`config.mk`:
```
export PLATFORM = sky130hd
export DESIGN_NAME = bin2bcd_seq_flat
export DESIGN_NICKNAME = d
export VERILOG_FILES = /design/src/rtl/bcd_pkg.sv /design/src/rtl/bin2bcd_seq_if.sv /design/src/rtl/bcd_add3.sv /design/src/rtl/bin2bcd_seq.sv /design/src/flat_wrapper.sv
export SDC_FILE = /design/constraint.sdc
export NUM_CORES = 1
export LEC_CHECK = 0
export BUFFER_PORTS_ARGS = -buffer_cell sky130_fd_sc_hd__buf_4
export CAP_MARGIN = 20
export CORE_UTILIZATION = 35
export DETAILED_ROUTE_END_ITERATION = 16
export SYNTH_ARGS = -nofsm -noshare
export SYNTH_HDL_FRONTEND = slang
export SYNTH_HIERARCHICAL = 1
export SYNTH_SLANG_ARGS = --single-unit
export TNS_END_PERCENT = 10
```
`constraint.sdc`:
```
create_clock -name clk -period 1.98 [get_ports clk]
set_clock_uncertainty 0.1 [all_clocks]
set_input_delay 0.198 -clock clk [delete_from_list [all_inputs] [get_ports clk]]
set_output_delay 0.198 -clock clk [all_outputs]
set_load 0.005 [all_outputs]
```
`src/rtl/bcd_pkg.sv`:
```
// Shared types and constants for the sequential binary-to-BCD converter.
package bcd_pkg;

    typedef logic [3:0] bcd_digit_t;

    typedef enum logic [1:0] {
        IDLE,
        SHIFT,
        DONE
    } b2b_state_t;

    // Digits at or above this value get +3 before each shift
    localparam bcd_digit_t BCD_ADD3_THRESH = 4'd5;

    // 10^n, used to derive the largest representable magnitude
    function automatic int unsigned pow10(input int unsigned n);
        int unsigned r;
        r = 1;
        for (int unsigned i = 0; i < n; i++) begin
            r = r * 10;
        end
        return r;
    endfunction

endpackage

```
`src/rtl/bin2bcd_seq_if.sv`:
```
// Start/done handshake plus result bundle between the ALU side and the converter.
interface bin2bcd_seq_if #(
    parameter int unsigned W = 8
) ();
    import bcd_pkg::*;

    logic         start;
    logic [W-1:0] value;
    logic         busy;
    logic         done;
    bcd_digit_t   units;
    bcd_digit_t   tens;
    bcd_digit_t   hundreds;
    logic         neg;
    logic         ovf;

    modport master (
        output start, value,
        input  busy, done, units, tens, hundreds, neg, ovf
    );

    modport slave (
        input  start, value,
        output busy, done, units, tens, hundreds, neg, ovf
    );

endinterface

```
`src/rtl/bcd_add3.sv`:
```
// Single-digit double-dabble correction: add 3 when the digit is 5 or more.
module bcd_add3
    import bcd_pkg::*;
(
    input  bcd_digit_t digit,
    output bcd_digit_t corrected
);

    assign corrected = (digit >= BCD_ADD3_THRESH) ? digit + 4'd3 : digit;

endmodule

```
`src/rtl/bin2bcd_seq.sv`:
```
// Sequential binary-to-BCD converter, one double-dabble step per clock.
// Define BIN2BCD_SIGNED_EN to treat value as two's complement; otherwise it is
// unsigned and neg is tied low.
module bin2bcd_seq
    import bcd_pkg::*;
#(
    parameter int unsigned W    = 8,
    parameter int unsigned NDIG = 3
) (
    input logic          clk,
    input logic          reset,
    bin2bcd_seq_if.slave bus
);

    localparam int unsigned BCDW    = 4 * NDIG;
    localparam int unsigned CNTW    = $clog2(W + 1);
    localparam int unsigned MAX_MAG = pow10(NDIG) - 1;

    b2b_state_t      state_q, state_d;
    logic [W-1:0]    bin_q, bin_d;
    logic [BCDW-1:0] bcd_q, bcd_d, bcd_fix;
    logic [CNTW-1:0] cnt_q, cnt_d;
    logic            ovf_q, ovf_d;
    logic [W:0]      mag;
    logic [BCDW-1:0] digits_q;
    logic            ovf_out_q;
    logic            done_q;

    // Magnitude is W+1 bits wide so that -2^(W-1) negates exactly
`ifdef BIN2BCD_SIGNED_EN
    logic       mag_sign;
    logic [W:0] value_ext;
    logic       sign_q;
    logic       neg_q;

    assign mag_sign  = bus.value[W-1];
    assign value_ext = {bus.value[W-1], bus.value};
    assign mag       = mag_sign ? -value_ext : value_ext;

    // Capture sign at start, publish it with the digits in DONE
    always_ff @(posedge clk or posedge reset) begin
        if (reset) begin
            sign_q <= 1'b0;
            neg_q  <= 1'b0;
        end else begin
            if (state_q == IDLE && bus.start) sign_q <= mag_sign;
            if (state_q == DONE) neg_q <= sign_q;
        end
    end

    assign bus.neg = neg_q;
`else
    assign mag     = {1'b0, bus.value};
    assign bus.neg = 1'b0;
`endif

    for (genvar i = 0; i < NDIG; i++) begin : g_add3
        bcd_add3 u_add3 (
            .digit    (bcd_q[4*i +: 4]),
            .corrected(bcd_fix[4*i +: 4])
        );
    end

    // FSM, shift register and counter state
    always_ff @(posedge clk or posedge reset) begin
        if (reset) begin
            state_q <= IDLE;
            bin_q   <= '0;
            bcd_q   <= '0;
            cnt_q   <= '0;
            ovf_q   <= 1'b0;
        end else begin
            state_q <= state_d;
            bin_q   <= bin_d;
            bcd_q   <= bcd_d;
            cnt_q   <= cnt_d;
            ovf_q   <= ovf_d;
        end
    end

    // Next-state: load on start, W correct-and-shift steps, then one DONE cycle
    always_comb begin
        state_d = state_q;
        bin_d   = bin_q;
        bcd_d   = bcd_q;
        cnt_d   = cnt_q;
        ovf_d   = ovf_q;
        unique case (state_q)
            IDLE: begin
                if (bus.start) begin
                    bin_d   = mag[W-1:0];
                    bcd_d   = '0;
                    cnt_d   = CNTW'(W);
                    ovf_d   = 32'(mag) > MAX_MAG;
                    state_d = SHIFT;
                end
            end
            SHIFT: begin
                {bcd_d, bin_d} = {bcd_fix, bin_q} << 1;
                cnt_d          = cnt_q - CNTW'(1);
                if (cnt_q == CNTW'(1)) state_d = DONE;
            end
            DONE: begin
                state_d = IDLE;
            end
            default: begin
                state_d = IDLE;
            end
        endcase
    end

    // Result registers only change in DONE; done pulses alongside them
    always_ff @(posedge clk or posedge reset) begin
        if (reset) begin
            digits_q  <= '0;
            ovf_out_q <= 1'b0;
            done_q    <= 1'b0;
        end else begin
            done_q <= (state_q == DONE);
            if (state_q == DONE) begin
                digits_q  <= bcd_q;
                ovf_out_q <= ovf_q;
            end
        end
    end

    assign bus.busy  = (state_q == SHIFT);
    assign bus.done  = done_q;
    assign bus.ovf   = ovf_out_q;
    assign bus.units = digits_q[3:0];
    assign bus.tens  = digits_q[7:4];

    if (NDIG >= 3) begin : g_hundreds
        assign bus.hundreds = digits_q[11:8];
    end else begin : g_no_hundreds
        assign bus.hundreds = '0;
    end

endmodule
```
`src/flat_wrapper.sv`:
```
// flat-port wrapper written by rule: the top's interface ports become plain ports
module bin2bcd_seq_flat import bcd_pkg::*;
#(
    parameter int unsigned W    = 8,
    parameter int unsigned NDIG = 3
)
  (clk, reset, bus_start, bus_value, bus_busy, bus_done, bus_units, bus_tens, bus_hundreds, bus_neg, bus_ovf);
  bin2bcd_seq_if #(.W(W)) bus_i ();
  input logic clk;
  input logic reset;
  input wire logic [$bits(bus_i.start)-1:0] bus_start;
  input wire logic [$bits(bus_i.value)-1:0] bus_value;
  output wire logic [$bits(bus_i.busy)-1:0] bus_busy;
  output wire logic [$bits(bus_i.done)-1:0] bus_done;
  output wire logic [$bits(bus_i.units)-1:0] bus_units;
  output wire logic [$bits(bus_i.tens)-1:0] bus_tens;
  output wire logic [$bits(bus_i.hundreds)-1:0] bus_hundreds;
  output wire logic [$bits(bus_i.neg)-1:0] bus_neg;
  output wire logic [$bits(bus_i.ovf)-1:0] bus_ovf;
  assign bus_i.start = bus_start;
  assign bus_i.value = bus_value;
  assign bus_busy = bus_i.busy;
  assign bus_done = bus_i.done;
  assign bus_units = bus_i.units;
  assign bus_tens = bus_i.tens;
  assign bus_hundreds = bus_i.hundreds;
  assign bus_neg = bus_i.neg;
  assign bus_ovf = bus_i.ovf;
  bin2bcd_seq #(.W(W), .NDIG(NDIG)) u_core (.clk(clk), .reset(reset), .bus(bus_i));
endmodule
```
# Yosys cells after proc, flatten, opt, wreduce, memory -nomap -nowiden
# Index checks and enable logic that the tools add are counted.
[totals]
output_inout_bits = 16
elab_cells = 34
input_bits = 11
regBits = 39
[classes]
magnitude_cmp = 3
muxes = 12
eq_ne = 5
add_sub_neg = 4
reduce_logical = 4
[ops]
columns = ["op", "n"]
rows = [
  ["$pmux W12 S2", 1],
  ["$pmux W8 S2", 1],
  ["$ge A4 B3 Y1 const B", 3],
  ["$mux W12", 1],
  ["$mux W4", 3],
  ["$add A4 B2 Y4 const B", 2],
  ["$mux W8", 1],
  ["$pmux W4 S2", 1],
  ["$eq A4 B1 Y1 const B", 1],
  ["$mux W2", 2],
  ["$pmux W2 S2", 1],
  ["$reduce_and A2 Y1", 2],
  ["$sub A4 B1 Y4 const B", 1],
  ["$add A3 B2 Y3 const B", 1],
  ["$mux W3", 1],
  ["$eq A2 B1 Y1 const B", 1],
  ["$eq A2 B2 Y1 const B", 1],
  ["$logic_not A2 Y1", 1],
  ["$ne A2 B1 Y1 const B", 1],
  ["$ne A2 B2 Y1 const B", 1],
  ["$reduce_bool A2 Y1", 1],
]

# Logic depth before layout (Yosys ltp)
[logic_depth]
word_depth = 3
mapped_depth = 6
mapped_depth_nobuf = 6

# By module
# The synthesis kept the hierarchy.
[by_module_without_submodules]
columns = ["mod", "seq_area_each_um2", "area_per_inst_um2", "instances", "cells_each"]
rows = [
  ["bin2bcd_seq", 975.9, 1585.3, 1, 120],
  ["bcd_add3", 0.0, 101.3, 3, 16],
]

# Worst setup path after synthesis
# No wires, ideal clock.
[synth_timing]
path_kind = "register to register"
start = "reg u_core.bcd_q[8]"
end = "reg u_core.bcd_q[10]"
stages_incl_launch_ff = 6
n_path_buf = 0
slack_ps = 540
t_required_ps = 1759
setup_ps = 121
period_less_slack_ps = 1440
arrival_ps = 1219
path_cell_list = "dfrtp_1 -> ha_1 -> nand2b_1 -> a21oi_2 -> mux2i_1 -> a22o_1"
[synth_via]
elab_chain_len = 3
word_cells_on_any_way = 4
cone_classes = "add/sub: 1; order compare: 1; mux: 2"
[synth_lines]
columns = ["element", "line_no", "source"]
rows = [
  ["from (decl)", "bin2bcd_seq.sv:21", "logic [BCDW-1:0] bcd_q, bcd_d, bcd_fix;"],
  ["from (signal assigned)", "bin2bcd_seq.sv:69", "bcd_q <= '0;"],
  ["from (signal assigned)", "bin2bcd_seq.sv:75", "bcd_q <= bcd_d;"],
  ["$ge A4 B3 Y1 or $add A3 B2 Y3 (tied branches)", "bcd_add3.sv:9", "assign corrected = (digit >= BCD_ADD3_THRESH) ? digit + 4'd3 : digit;"],
  ["$mux W3 (*)", "bcd_add3.sv:9", ""],
  ["net u_core.bcd_fix[9]", "bin2bcd_seq.sv:21", ""],
  ["$pmux W12 S2 (*)", "bin2bcd_seq.sv:88", "unique case (state_q)"],
]
# Mark *: on every way through the listed nets, which the timed path passes. The rest lies on a longest branch.
# A chain may end at the register's enable or synchronous reset.

# Final worst setup path
[layout_timing]
start = "reg u_core.state_q[0]"
end = "out bus_busy"
[layout_via]
elab_chain_len = 1
[layout_lines]
columns = ["element", "line_no", "source"]
rows = [
  ["from (decl)", "bin2bcd_seq.sv:19", "b2b_state_t state_q, state_d;"],
  ["from (signal assigned)", "bin2bcd_seq.sv:73", "state_q <= state_d;"],
  ["$eq A2 B1 Y1", "bin2bcd_seq.sv:127", "assign bus.busy = (state_q == SHIFT);"],
  ["to (decl)", "flat_wrapper.sv:13", "output wire logic [$bits(bus_i.busy)-1:0] bus_busy;"],
]
# Every way passes these cells.

==> flow_summary.yaml <==
layout:
  fillers: 535
  layout-drive-gt1-share: 0.273
  fin_nets: 212
  diodes: 0
  multi_input_comb_area_um2: 791
  regArea_um2: 976
  area_growth_pct: 17.8
  layout_commonest_cell: "dfrtp_1"
  final_cell_mix: "dfrtp_1 (39), buf_4 (28), nand2_1 (22)"
route:
  drt_wl_total_mm: 3.18
  route.detailed.drc: 0
  dr.pass1.iters: 4
  avgRoutedWirePerCell_um: 12.0
  routed_via_density: 4.66
  postRouteAntennaNets: 0
  route.vias.total: 1231
  drtIter0Drc: 47
sta:
  fin_crit_ps: 1830
  setup_viol: 0
  hold_violations: 0
  fmax_ghz: 0.547
  setup_ws_ps: 151
  setup_tns_ps: 0
  worstMarginPinSlew_ps: 541
  rsz0062_at_grt: "no"
  slew_headroom: 0.640
  min_period_over_period: 0.924
  drv_slew: 0
grt:
  antenna_found_initial: 0
  grt_pass1_vias: 1174
  grt_max_degree: 40
  grt_pass1_wl_mm: 5.32
  grt_overflow: 0
  grt_usage: 0.129
die:
  placementRows: 26
  num_io_pins: 27
  die_area_um2: 5640
  initial_core_util: 0.364
  die_w_um: 75.1
  core_um2: 5140
  die_y_um: 75.1
clocking:
  cts_tree: "built"
  cts-buffers-inserted: 5
  postCtsResizedCells: 0
  clock_sinks: 39
  worstSkewPairLatency_ps: 290
  ctsHoldBuffers: 1
  post-cts-setup-buffers: 0
  cts_max_level: 2
  clk_path_buf_depth: 2
  clkTransAtPathRegs_ps: 70
  cts_root_buffer: "clkbuf_8"
run:
  maxCapViolCount: 0
hold_path:
  hold_path_class: "in2reg"
  whs_path_depth: 3
  min_from: "bus_value[7]"
  whs_endpoint: "u_core/bin_q[7]"
power_and_ir_drop:
  power.leakage_uw: 0.00110
  ir_worst_vdd_mv: 0.789
  power_density_nw_per_um2: 1480
place:
  portBuffers: 24
  place_ws_ps: 377
  gp_congestion: 0.700
  place_hpwl_mm: 2.16
critical_path:
  critical_path.max_stage_delay_ps: 490
  crit_type: "reg2out"
  crit_fanout: 17
  r2r_cells: 3
  arrival_ps: 1530
  cp_slowest_cell: "dfrtp_1"
  reg2reg_from: "u_core/state_q[0]"
  reg2reg_slack_ps: 400
  regToRegEndpoint: "u_core/digits_q[9]"
  worstPathRequired_ps: 1680
  end_kind: "primary output"
  start_kind: "register"
  crit_chain: "nand2b_1 -> inv_6 -> buf_4"
synth:
  synth_warnings: 6
  synthCells: 164
  avgSynthCellArea_um2: 11.4
  syn_area_um2: 1870
outcome:
  status: "completed"
-- worst max path at each step --
| stage | cells after the start | to | start | slack [ps] |
|---|---|---|---|---|
| finish | 3 | bus_busy | u_core/state_q[0] | 150 |
| floorplan | 5 | u_core/bcd_q[2] | u_core/bcd_q[0] | 540 |
| global placement | 3 | u_core/digits_q[10] | u_core/state_q[0] | 390 |
| CTS | 3 | bus_busy | u_core/state_q[0] | 130 |
| detailed placement | 3 | u_core/digits_q[9] | u_core/state_q[0] | 380 |
| global route | 3 | bus_busy | u_core/state_q[0] | 2 |
-- through the flow --
| step | hold slack (ps) | power [µW] | cells | area [µm²] | utilization |
|---|---|---|---|---|---|
| 2_1_floorplan | 280 | 2430 | 165 | 1870 | - |
| 3_3_place_gp | 259 | 2750 | 255 | 2110 | 0.411 |
| 3_5_place_dp | 261 | 2770 | 255 | 2110 | 0.411 |
| 6_report | 76.9 | 3260 | 264 | 2200 | 0.428 |
| 4_1_cts | 72.7 | 3300 | 264 | 2200 | 0.428 |
| 5_1_grt | 83.3 | 3540 | 264 | 2200 | 0.428 |
-- cell type report --
class	count	share of cell area
Inverter	11	0.0210
Timing Repair Buffer	29	0.100
Sequential cell	39	0.443
Clock inverter	1	0.00227
Multi-Input combinational cell	107	0.359
Tap cell	70	0.0398
Clock buffer	7	0.0347
-- registers in the layout (all words and copies together), names as in the netlist --
signal,count
u_core/bcd_q,12
u_core/digits_q,12
u_core/bin_q,8
u_core/cnt_q,4
u_core/state_q,2
u_core/bus.done,1
-- per-layer routing --
metal / global-route usage / up-vias / part of all wire
met5: 0 / - / 0
met4: 0.0566 / 0 / 0.015
met3: 0.0428 / 8 / 0.048
met2: 0.194 / 26 / 0.43
met1: 0.169 / 574 / 0.50
li1: - / 623 / -
-- report_power, final --
group | leakage (µW) | internal (µW) | total (µW) | switching, µW
logic | 0.000551 | 728 | 1370 | 637
registers | 0.000503 | 1110 | 1380 | 270
clock network | 0.0000422 | 247 | 512 | 265
-- worst max-delay path, delay by kind of cell, from the launching register on --
| family | cells | cell delay, ps |
|---|---|---|
| simple gates | 1 | 360 |
| buf+inv | 2 | 400 |
| flops | 1 | 490 |
Power figures use the tool's default switching activity.
